<file path="config.mk">
export PLATFORM = sky130hd
export DESIGN_NAME = door_access_ctrl
export DESIGN_NICKNAME = d
export VERILOG_FILES = /design/src/rtl/door_access_ctrl.sv
export SDC_FILE = /design/constraint.sdc
export NUM_CORES = 1
export LEC_CHECK = 0
export BUFFER_PORTS_ARGS = -buffer_cell sky130_fd_sc_hd__buf_4
export CAP_MARGIN = 20
export CELL_PAD_IN_SITES_DETAIL_PLACEMENT = 1
export CELL_PAD_IN_SITES_GLOBAL_PLACEMENT = 1
export CORE_MARGIN = 2
export CORE_UTILIZATION = 47
export CTS_BUF_LIST = sky130_fd_sc_hd__clkbuf_16
export DETAILED_ROUTE_END_ITERATION = 10
export GPL_TIMING_DRIVEN = 0
export PLACE_DENSITY = 0.91
export RECOVER_POWER = 50
export SLEW_MARGIN = 20
export SYNTH_ARGS = -nofsm -noshare
export SYNTH_HDL_FRONTEND = slang
export SYNTH_SLANG_ARGS = --single-unit
</file>
<file path="constraint.sdc">
create_clock -name clk -period 3.9 [get_ports clk]
set_input_delay 0.39 -clock clk [delete_from_list [all_inputs] [get_ports clk]]
set_output_delay 0.39 -clock clk [all_outputs]
set_load 0.05 [all_outputs]
</file>
<file path="src/rtl/door_access_ctrl.sv">
// ---------------------------------------------------------------------------
// door_access_ctrl
//   Single-door card access controller. When the entrance sensor fires, the
//   controller scans for a card, then grants access (door open for a fixed
//   time) or denies it (red for a fixed time). It counts consecutive wrong
//   cards and enters an alarmed lockout when too many arrive. An admin
//   unlock releases the lockout early.
//
// Ports
//   clk              system clock, rising edge
//   reset            asynchronous active-high, clears all state
//   sensor_entrance  person detected at the door (level)
//   card_present     one-cycle strobe qualifying card_valid
//   card_valid       card accepted by reader
//   admin_unlock     level, releases LOCKOUT
//   GREEN_LED        access granted
//   RED_LED          access denied / locked out
//   YELLOW_LED       waiting for card
//   door_status      1 = door open
//   ALARM            lockout alarm
//   wrong_count      consecutive wrong attempts (saturating)
//   state            debug view of the state register
// ---------------------------------------------------------------------------
module door_access_ctrl #(
  parameter int SCAN_CYCLES    = 8,
  parameter int OPEN_CYCLES    = 16,
  parameter int DENY_CYCLES    = 4,
  parameter int MAX_WRONG      = 3,
  parameter int LOCKOUT_CYCLES = 32,
  parameter int TMR_W          = 16,
  parameter int WC_W           = $clog2(MAX_WRONG + 1)
) (
  input  logic            clk,
  input  logic            reset,
  input  logic            sensor_entrance,
  input  logic            card_present,
  input  logic            card_valid,
  input  logic            admin_unlock,
  output logic            GREEN_LED,
  output logic            RED_LED,
  output logic            YELLOW_LED,
  output logic            door_status,
  output logic            ALARM,
  output logic [WC_W-1:0] wrong_count,
  output logic [2:0]      state
);

  localparam logic [2:0] ST_IDLE    = 3'd0;
  localparam logic [2:0] ST_SCAN    = 3'd1;
  localparam logic [2:0] ST_DENIED  = 3'd2;
  localparam logic [2:0] ST_GRANTED = 3'd3;
  localparam logic [2:0] ST_LOCKOUT = 3'd4;

  // Last timer value of each timed state: the state exits on this edge.
  localparam logic [TMR_W-1:0] SCAN_LAST = TMR_W'(SCAN_CYCLES - 1);
  localparam logic [TMR_W-1:0] OPEN_LAST = TMR_W'(OPEN_CYCLES - 1);
  localparam logic [TMR_W-1:0] DENY_LAST = TMR_W'(DENY_CYCLES - 1);
  localparam logic [TMR_W-1:0] LOCK_LAST = TMR_W'(LOCKOUT_CYCLES - 1);
  localparam logic [WC_W-1:0]  WC_MAX    = WC_W'(MAX_WRONG);

  logic [2:0]       state_q, state_d;
  logic [TMR_W-1:0] timer_q, timer_d;
  logic [WC_W-1:0]  wc_q, wc_d;
  logic [WC_W-1:0]  wc_inc;

  // Saturating increment; the count never wraps past MAX_WRONG.
  assign wc_inc = (wc_q >= WC_MAX) ? wc_q : wc_q + 1'b1;

  // State, timer and wrong-attempt registers
  always_ff @(posedge clk or posedge reset) begin
    if (reset) begin
      state_q <= ST_IDLE;
      timer_q <= '0;
      wc_q    <= '0;
    end else begin
      state_q <= state_d;
      timer_q <= timer_d;
      wc_q    <= wc_d;
    end
  end

  // Next-state, next-timer and next-count logic
  always_comb begin
    state_d = ST_IDLE;
    wc_d    = wc_q;
    case (state_q)
      ST_IDLE: begin
        state_d = sensor_entrance ? ST_SCAN : ST_IDLE;
      end
      ST_SCAN: begin
        // A card strobe takes priority over the timeout on the same cycle.
        if (card_present && card_valid) begin
          state_d = ST_GRANTED;
          wc_d    = '0;
        end else if (card_present) begin
          wc_d    = wc_inc;
          state_d = (wc_inc >= WC_MAX) ? ST_LOCKOUT : ST_DENIED;
        end else if (timer_q == SCAN_LAST) begin
          state_d = ST_IDLE;
        end else begin
          state_d = ST_SCAN;
        end
      end
      ST_DENIED: begin
        state_d = (timer_q == DENY_LAST) ? ST_IDLE : ST_DENIED;
      end
      ST_GRANTED: begin
        state_d = (timer_q == OPEN_LAST) ? ST_IDLE : ST_GRANTED;
      end
      ST_LOCKOUT: begin
        if (admin_unlock || (timer_q == LOCK_LAST)) begin
          state_d = ST_IDLE;
          wc_d    = '0;
        end else begin
          state_d = ST_LOCKOUT;
        end
      end
      default: begin
        state_d = ST_IDLE;
      end
    endcase

    // Timer restarts at zero on every state change and only counts while
    // staying in a timed state; IDLE holds it at zero.
    if ((state_d != state_q) || (state_q == ST_IDLE)) begin
      timer_d = '0;
    end else begin
      timer_d = timer_q + 1'b1;
    end
  end

  // Moore output decode
  always_comb begin
    GREEN_LED   = 1'b0;
    RED_LED     = 1'b0;
    YELLOW_LED  = 1'b0;
    door_status = 1'b0;
    ALARM       = 1'b0;
    case (state_q)
      ST_SCAN: begin
        YELLOW_LED = 1'b1;
      end
      ST_DENIED: begin
        RED_LED = 1'b1;
      end
      ST_GRANTED: begin
        GREEN_LED   = 1'b1;
        door_status = 1'b1;
      end
      ST_LOCKOUT: begin
        RED_LED = 1'b1;
        ALARM   = 1'b1;
      end
      default: begin
      end
    endcase
  end

  assign wrong_count = wc_q;
  assign state       = state_q;

endmodule

</file>
==> results.py, run 1 <==
metrics = {
    "final_layout": {
        "final_common_cell": "dfrtp_1",
        "nFillCells": 296,
        "fin_util": 0.5885,
        "multi_input_area_sq_um": 690.7,
        "nNetsFinal": 164,
        "area_growth_pct": 16.33,
        "layout-drive-gt1-share": 0.1871,
        "regArea_sq_um": 525.5,
        "antenna_cells": 0,
        "final_cell_mix": "dfrtp_1, nor2_1, buf_4",
    },
    "clock_tree": {
        "htree_levels": 1,
        "post_cts_resize_count": 0,
        "cts_tree": "done",
        "clk_latency_ps": 250,
        "clockBufferDepth": 2,
        "cts_sinks": 21,
        "cts_buffers": 3,
        "clkTransAtPathRegs_ps": 60,
        "cts-root-buf": "clkbuf_16",
        "ctsHoldBuffers": 0,
        "post_cts_buffers": 0,
    },
    "synthesis": {
        "async_flop_share": 1.000,
        "seq_area_frac_synth": 0.4082,
        "synth_area_sq_um": 1287,
        "synthCells": 136,
        "ys_types": 42,
        "syn_area_per_cell_sq_um": 9.467,
        "synth_seq_cells": 21,
        "yosys_warnings": 0,
        "synth_edf_count": 0,
        "synth_top_flop_cell": "dfrtp_1",
        "synth_fp_nets": 144,
    },
    "critical_path": {
        "arrival_ps": 2260,
        "r2r-start": "timer_q[0]",
        "critPathRequiredTime_ps": 4020,
        "cp-end-kind": "flop",
        "worstPathMaxFanout": 5,
        "startpoint_type": "flop",
        "crit_type": "reg2reg",
        "cp-startpoint": "timer_q[0]",
    },
    "drt": {
        "vias": 1078,
        "viasPerCell": 5.827,
        "firstDrtPassIters": 4,
        "avgRoutedWirePerCell_um": 17.25,
        "drc": 0,
        "wl_um": 3191,
        "drtIter0Drc": 19,
        "ant_nets": 0,
    },
    "worst_hold_path": {
        "min_path_type": "in2async",
    },
    "sta": {
        "whs_ps": 307.8,
        "period_minus_slack_ps": 2141,
        "relSlewSlack": 0.4426,
        "post-route-period-util": 0.5491,
        "rsz0062_at_grt": "false",
        "setup_viol": 0,
        "hold_violations": 0,
        "drv_slew": 0,
        "worst_pin_slew_ps": 835.1,
        "timing.fmax_mhz": 467.0,
        "final.setup_skew_ps": 2.658,
        "finalSetupTns_ps": 0,
    },
    "global_routing": {
        "antenna_found_initial": 0,
        "grt_pass1_wl_um": 5582,
        "grt_remaining_overflow": 0,
        "track_usage": 0.2242,
        "grt_max_degree": 22,
        "grt_pass1_vias": 1206,
    },
    "place": {
        "io_buffers": 15,
        "gp_congestion": 0.7659,
        "dp_hpwl_um": 2346,
    },
    "pwr": {
        "vdd_drop_max_uv": 474.8,
        "pwr_density_cell_nw_per_um2": 642.1,
        "p_leak_nw": 0.6475,
        "totalPowerFinal_mw": 0.9617,
    },
    "die": {
        "die_h_um": 56.34,
        "core_area_sq_um": 2545,
        "placementRows": 18,
        "die_width_um": 56.34,
        "io_pins": 16,
        "die-area_sq_um": 3174,
        "initial_core_util": 0.5059,
    },
    "run_status": {
        "status": "finished, final reports clean",
    },
    "job": {
        "maxCapViolCount": 0,
    },
}
-- layer usage --
layer / track usage / wire length (um) / vias to the layer above
met5: 0 / 0 / -
met4: 0.09524 / 11 / 0
met3: 0.02304 / 89 / 2
met2: 0.4185 / 1746 / 17
met1: 0.2566 / 1344 / 539
li1: - / - / 520
-- report_power, final --
part,switching (mW),internal (mW),leakage (nW)
sequential,0.0236,0.247,0.278
clock,0.0796,0.137,0.0423
combinational,0.320,0.155,0.327
-- worst max-delay path, cell delays in order, from the launching register on --
cell	delay, ps
dfrtp_1	420
ha_1	280
or4b_1	480
a2111oi_2	460
o21ai_1	160
nand2b_4	140
nor3_1	70
-- worst paths after layout --
path | cells after the start | to | slack, ps
setup / recovery | 6 | timer_q[0] | 1760
hold / removal | 2 | timer_q[6] | 310
setup reg to reg | 6 | timer_q[0] | 1760
hold reg to reg | 1 | timer_q[0] | 570
max in group asynchronous | 2 | timer_q[0] | 3070
min in group clk | 3 | state[2] | 450
-- cells by family after synthesis --
logic type,after synthesis,synth area share
AND/OR/NAND/NOR,66,0.2906
flip-flops,21,0.4082
AO/OA/AOI/OAI,20,0.1302
XOR/XNOR,13,0.08844
buffers and inverters,13,0.05539
adder cells (fa/ha/maj),2,0.01943
multiplexers,1,0.007775
-- cell type report --
| type | count | area share |
|---|---|---|
| Clock buffer | 3 | 0.05013 |
| Clock inverter | 1 | 0.002506 |
| Buffer | 7 | 0.03258 |
| Timing Repair Buffer | 15 | 0.06266 |
| Inverter | 6 | 0.01504 |
| Multi-Input combinational cell | 102 | 0.4612 |
| Sequential cell | 21 | 0.3509 |
| Tap cell | 30 | 0.02506 |
-- metrics by stage --
stage	setup WS [ps]	cell area (sq um)	cells
2_1_floorplan	1276	1287	136
3_3_place_gp	1899	1438	181
3_5_place_dp	1863	1438	181
4_1_cts	1795	1516	185
5_1_grt	1650	1498	185
6_report	1759	1498	185
-- sequential cells by signal, indices dropped and copies added (netlist names) --
register,flops
state,3
timer_q,16
wrong_count,2
-- synth_stat cells, types with 3 or more instances --
master   count  area, sq um
nand2_1      9        33.78
o21ai_0      4        20.02
a21oi_1      6        30.03
nor3_1       7        35.03
xor2_1       6        52.55
nand3_1      7        35.03
buf_2        3        15.01
dfrtp_1     21        525.5
inv_1        6        22.52
nor2_1      20        75.07
or4_4        3        33.78
nand4_1      3        18.77
xnor2_1      7        61.31
No activity file was read; power rests on OpenSTA's default activity.
==> inputs of run 2 (changes only) <==
Settings changed: CORE_UTILIZATION 47 to 39, PLACE_DENSITY 0.91 to 0.82.
Clock period 3.9 ns to 1.8 ns, I/O delays scaled along.
==> results.py, run 2 (synthesis results as in run 1) <==
metrics = {
    "final_layout": {
        "nNetsFinal": 176,
        "antenna_cells": 0,
        "layout-drive-gt1-share": 0.4072,
        "area_growth_pct": 36.05,
        "final_cell_mix": "buf_4, nor2_1, dfrtp_1",
        "top_register": "timer_q",
        "final_common_cell": "buf_4",
        "largest_reg_flops": 16,
        "finalNonFillerCells": 211,
    },
    "pwr": {
        "switching_share": 0.4414,
        "p_switching_mw": 1.028,
        "internal_power_mw": 1.302,
        "combPwrFrac": 0.530,
        "p_leak_nw": 0.7396,
        "p_clk_frac": 0.201,
        "vdd_drop_max_uv": 555.0,
        "seq_power_share": 0.269,
        "pwr_density_cell_nw_per_um2": 1330,
    },
    "critical_path": {
        "max_stage_delay_ps": 600,
        "crit_family": "simple AND/OR/NAND/NOR gates",
        "worst-path-buf-inv": 1,
        "critPathRequiredTime_ps": 1940,
        "worstPathMaxFanout": 5,
        "crit_type": "reg2reg",
        "cp-end-kind": "flop",
        "arrival_ps": 2130,
        "startpoint_type": "flop",
        "path_cells": "or4_4, buf_4, a2111oi_4, o21ai_2, nand2b_4, nor3_2",
        "critPathSlowestCell": "or4_4",
    },
    "drt": {
        "wl_um": 3609,
        "vias": 1153,
        "firstDrtPassIters": 4,
        "avgRoutedWirePerCell_um": 17.10,
        "drc": 0,
        "drtIter0Drc": 54,
        "viasPerCell": 5.464,
        "ant_nets": 0,
    },
    "clock_tree": {
        "cts_tree": "done",
        "cts_buffers": 3,
        "clockBufferDepth": 2,
        "htree_levels": 1,
        "cts-root-buf": "clkbuf_16",
        "clkTransAtPathRegs_ps": 60,
        "ctsHoldBuffers": 0,
        "clk_latency_ps": 250,
        "cts_sinks": 21,
    },
    "sta": {
        "layout_setup_ws_ps": -187.5,
        "period_minus_slack_ps": 1987,
        "final.setup_skew_ps": 1.245,
        "setup_viol": 19,
        "rsz0062_at_grt": "true",
        "worst_pin_slew_ps": 805.1,
        "post-route-period-util": 1.104,
        "drv_slew": 0,
        "hold_violations": 0,
        "timing.fmax_mhz": 503.2,
        "relSlewSlack": 0.4627,
    },
    "worst_hold_path": {
        "min_path_type": "in2async",
    },
    "global_routing": {
        "grt_pass1_wl_um": 6030,
        "grt_max_degree": 22,
        "antenna_found_initial": 0,
        "grt_remaining_overflow": 0,
        "grt_pass1_vias": 1234,
        "track_usage": 0.2190,
    },
    "place": {
        "io_buffers": 15,
        "pre_cts_slack_ps": -278.1,
        "dp_hpwl_um": 2347,
        "place_inst": 195,
        "gp_congestion": 0.7963,
    },
    "run_status": {
        "status": "finished, violations left",
        "violations": "negative setup slack",
    },
    "die": {
        "die_h_um": 61.46,
        "placementRows": 20,
        "initial_core_util": 0.4149,
        "die-area_sq_um": 3777,
        "die_width_um": 61.46,
        "core_area_sq_um": 3103,
        "io_pins": 16,
    },
    "job": {
        "maxCapViolCount": 0,
    },
}
[run 2: cell types whose count changed in the layout (fill, tap and decap cells not counted), moves of 2 or more]
cell	before	now
dfrtp_1	21	18
nor2_1	20	18
o21ai_2	0	2
buf_4	10	28
nor3_4	0	2
dfrtp_2	0	3
clkbuf_1	6	0
or4b_4	0	2
or4b_1	2	0
nor3_1	7	2
nor3_2	0	3
[run 2: final cells by class]
type | instances | area (sq um)
plain buffers | 6 | 47.55
fillers | 354 | 1351
clock inverters | 1 | 3.754
repair buffers | 28 | 214.0
inverters | 6 | 22.52
flip-flops and latches | 21 | 529.3
multi-input cells | 102 | 804.5
well taps | 44 | 55.05
clock buffers | 3 | 75.07
[run 2: path summary, 6_finish.rpt]
| path | start | to | slack, ps | cells past startpoint |
|---|---|---|---|---|
| setup / recovery | timer_q[12] | timer_q[3] | -190 | 6 |
| hold / removal | reset | timer_q[1] | 90 | 2 |
| setup reg to reg | timer_q[12] | timer_q[3] | -190 | 6 |
| hold reg to reg | timer_q[15] | timer_q[15] | 560 | 2 |
| max in group asynchronous | reset | timer_q[6] | 1160 | 2 |
| min in group clk | card_present | state[2] | 260 | 3 |
[run 2: what timing repair did]
action                     in CTS  in global routing
resized for setup              14                  6
setup endpoints to repair      23                 25
buffers inserted               11                  2
pin swaps                      12                  8
[run 2: stage by stage]
step	hold slack, ps	utilization	cell area [sq um]	setup TNS, ps	power [mW]
2_1_floorplan	156.5	-	1331	-791.1	1.444
6_report	85.14	0.5645	1752	-2698	2.330
4_1_cts	124.2	0.5524	1714	-1993	2.269
3_3_place_gp	388.5	0.4831	1499	-2540	1.683
3_5_place_dp	394.5	0.4831	1499	-3344	1.724
5_1_grt	180.1	0.5645	1752	-3974	2.432
[run 2: per-layer routing]
metal  vias up  GRT usage  wire length [um]
li1        547          -                 -
met1       570     0.2382              1417
met2        25     0.4179              1961
met3        11    0.03782               125
met4         0    0.08511               105
met5         -          0                 0
[run 2: power by group through the flow]
stage / Sequential [mW] / Combinational (mW) / Clock [mW]
floorplan: 0.716 / 0.729 / 0
global placement: 0.590 / 1.09 / 0
detailed placement: 0.598 / 1.13 / 0
CTS: 0.589 / 1.21 / 0.473
global route: 0.635 / 1.31 / 0.485
finish: 0.627 / 1.23 / 0.468
==> inputs of run 3 (changes only) <==
Settings changed: CTS_BUF_LIST sky130_fd_sc_hd__clkbuf_16 to unset.
==> results.py, run 3 (synthesis results as in run 1) <==
metrics = {
    "critical_path": {
        "worstPathMaxFanout": 5,
        "worst-path-buf-inv": 0,
        "critPathRequiredTime_ps": 2020,
        "crit_family": "simple AND/OR/NAND/NOR gates",
        "startpoint_type": "flop",
        "critPathSlowestCell": "or4_4",
        "crit_type": "reg2reg",
        "cp-end-kind": "flop",
        "path_cells": "or4_4, o41ai_4, o22a_4, nand2b_4, nor2_1",
        "arrival_ps": 2200,
        "max_stage_delay_ps": 610,
    },
    "sta": {
        "layout_setup_ws_ps": -172.7,
        "rsz0062_at_grt": "true",
        "drv_slew": 0,
        "timing.fmax_mhz": 506.9,
        "relSlewSlack": 0.4413,
        "whs_ps": 15.00,
        "period_minus_slack_ps": 1973,
        "final.setup_skew_ps": 5.421,
        "post-route-period-util": 1.096,
        "setup_viol": 21,
        "worst_pin_slew_ps": 837.1,
        "hold_violations": 0,
    },
    "drt": {
        "viasPerCell": 5.507,
        "firstDrtPassIters": 4,
        "drtIter0Drc": 40,
        "ant_nets": 0,
        "avgRoutedWirePerCell_um": 17.13,
        "vias": 1184,
        "wl_um": 3683,
        "drc": 0,
    },
    "final_layout": {
        "nNetsFinal": 180,
        "layout-drive-gt1-share": 0.4211,
        "largest_reg_flops": 16,
        "final_common_cell": "buf_4",
        "area_growth_pct": 34.89,
        "top_register": "timer_q",
        "final_cell_mix": "buf_4, nor2_1, dfrtp_1",
        "antenna_cells": 0,
    },
    "global_routing": {
        "grt_pass1_wl_um": 5796,
        "track_usage": 0.2100,
        "antenna_found_initial": 0,
        "grt_pass1_vias": 1226,
        "grt_max_degree": 22,
        "grt_remaining_overflow": 0,
    },
    "place": {
        "io_buffers": 15,
        "gp_congestion": 0.7963,
        "dp_hpwl_um": 2347,
        "pre_cts_slack_ps": -278.1,
    },
    "pwr": {
        "vdd_drop_max_uv": 486.1,
        "seq_power_share": 0.305,
        "p_leak_nw": 0.7251,
        "internal_power_mw": 1.121,
        "combPwrFrac": 0.582,
        "p_clk_frac": 0.113,
        "switching_share": 0.4744,
        "pwr_density_cell_nw_per_um2": 1228,
        "p_switching_mw": 1.012,
    },
    "die": {
        "die_width_um": 61.46,
        "io_pins": 16,
        "initial_core_util": 0.4149,
        "die-area_sq_um": 3777,
        "die_h_um": 61.46,
        "core_area_sq_um": 3103,
        "placementRows": 20,
    },
    "job": {
        "maxCapViolCount": 0,
    },
    "clock_tree": {
        "cts-root-buf": "clkbuf_4",
        "cts_sinks": 21,
        "clockBufferDepth": 2,
        "htree_levels": 1,
        "ctsHoldBuffers": 0,
        "clk_latency_ps": 320,
        "cts_buffers": 3,
        "cts_tree": "done",
        "clkTransAtPathRegs_ps": 120,
    },
    "run_status": {
        "violations": "negative setup slack",
        "status": "finished, violations left",
    },
    "worst_hold_path": {
        "min_path_type": "in2async",
    },
}
[run 3: worst paths after layout]
kind,from,end,slack (ps),cells past startpoint
worst min-delay path,reset,timer_q[5],20,2
min in group clk,card_present,state[2],190,3
worst max register to register,timer_q[15],timer_q[4],-170,5
worst min register to register,timer_q[15],timer_q[15],570,2
max in group asynchronous,reset,timer_q[6],1210,2
worst max-delay path,timer_q[15],timer_q[4],-170,5
[run 3: area by class of cell]
type                            instances  area, sq um
Buffer                                  3        23.77
Clock buffer                            4        26.28
Fill cell                             360         1366
Inverter                                6        22.52
Multi-Input combinational cell        102        809.5
Sequential cell                        21        533.0
Tap cell                               44        55.05
Timing Repair Buffer                   35        266.5
[run 3: what timing repair did]
item,in CTS,in global routing
setup endpoints to repair,24,22
setup buffers,10,10
gates resized for setup,12,8
pin swaps,9,8
[run 3: power groups by stage]
stage | Clock, mW | Combinational [mW] | Sequential (mW)
finish | 0.240 | 1.24 | 0.651
floorplan | 0 | 0.729 | 0.716
detailed placement | 0 | 1.13 | 0.598
CTS | 0.241 | 1.13 | 0.620
global placement | 0 | 1.09 | 0.590
global route | 0.254 | 1.33 | 0.662
[run 3: stage by stage]
step | cells | total power [mW] | area (sq um) | util | setup TNS [ps]
after floorplan | 136 | 1.444 | 1331 | - | -791.1
after global placement | 195 | 1.683 | 1499 | 0.4831 | -2540
after detailed placement | 195 | 1.724 | 1499 | 0.4831 | -3344
after CTS | 207 | 1.987 | 1642 | 0.5290 | -1831
after global routing | 215 | 2.241 | 1737 | 0.5597 | -3828
final | 215 | 2.133 | 1737 | 0.5597 | -2655
[run 3: layer usage]
layer	wire length, um	global-route usage	vias to the layer above
met5	0	0	-
met4	102	0.1003	0
met3	110	0.02731	11
met2	1995	0.3921	31
met1	1476	0.2336	594
li1	-	-	548
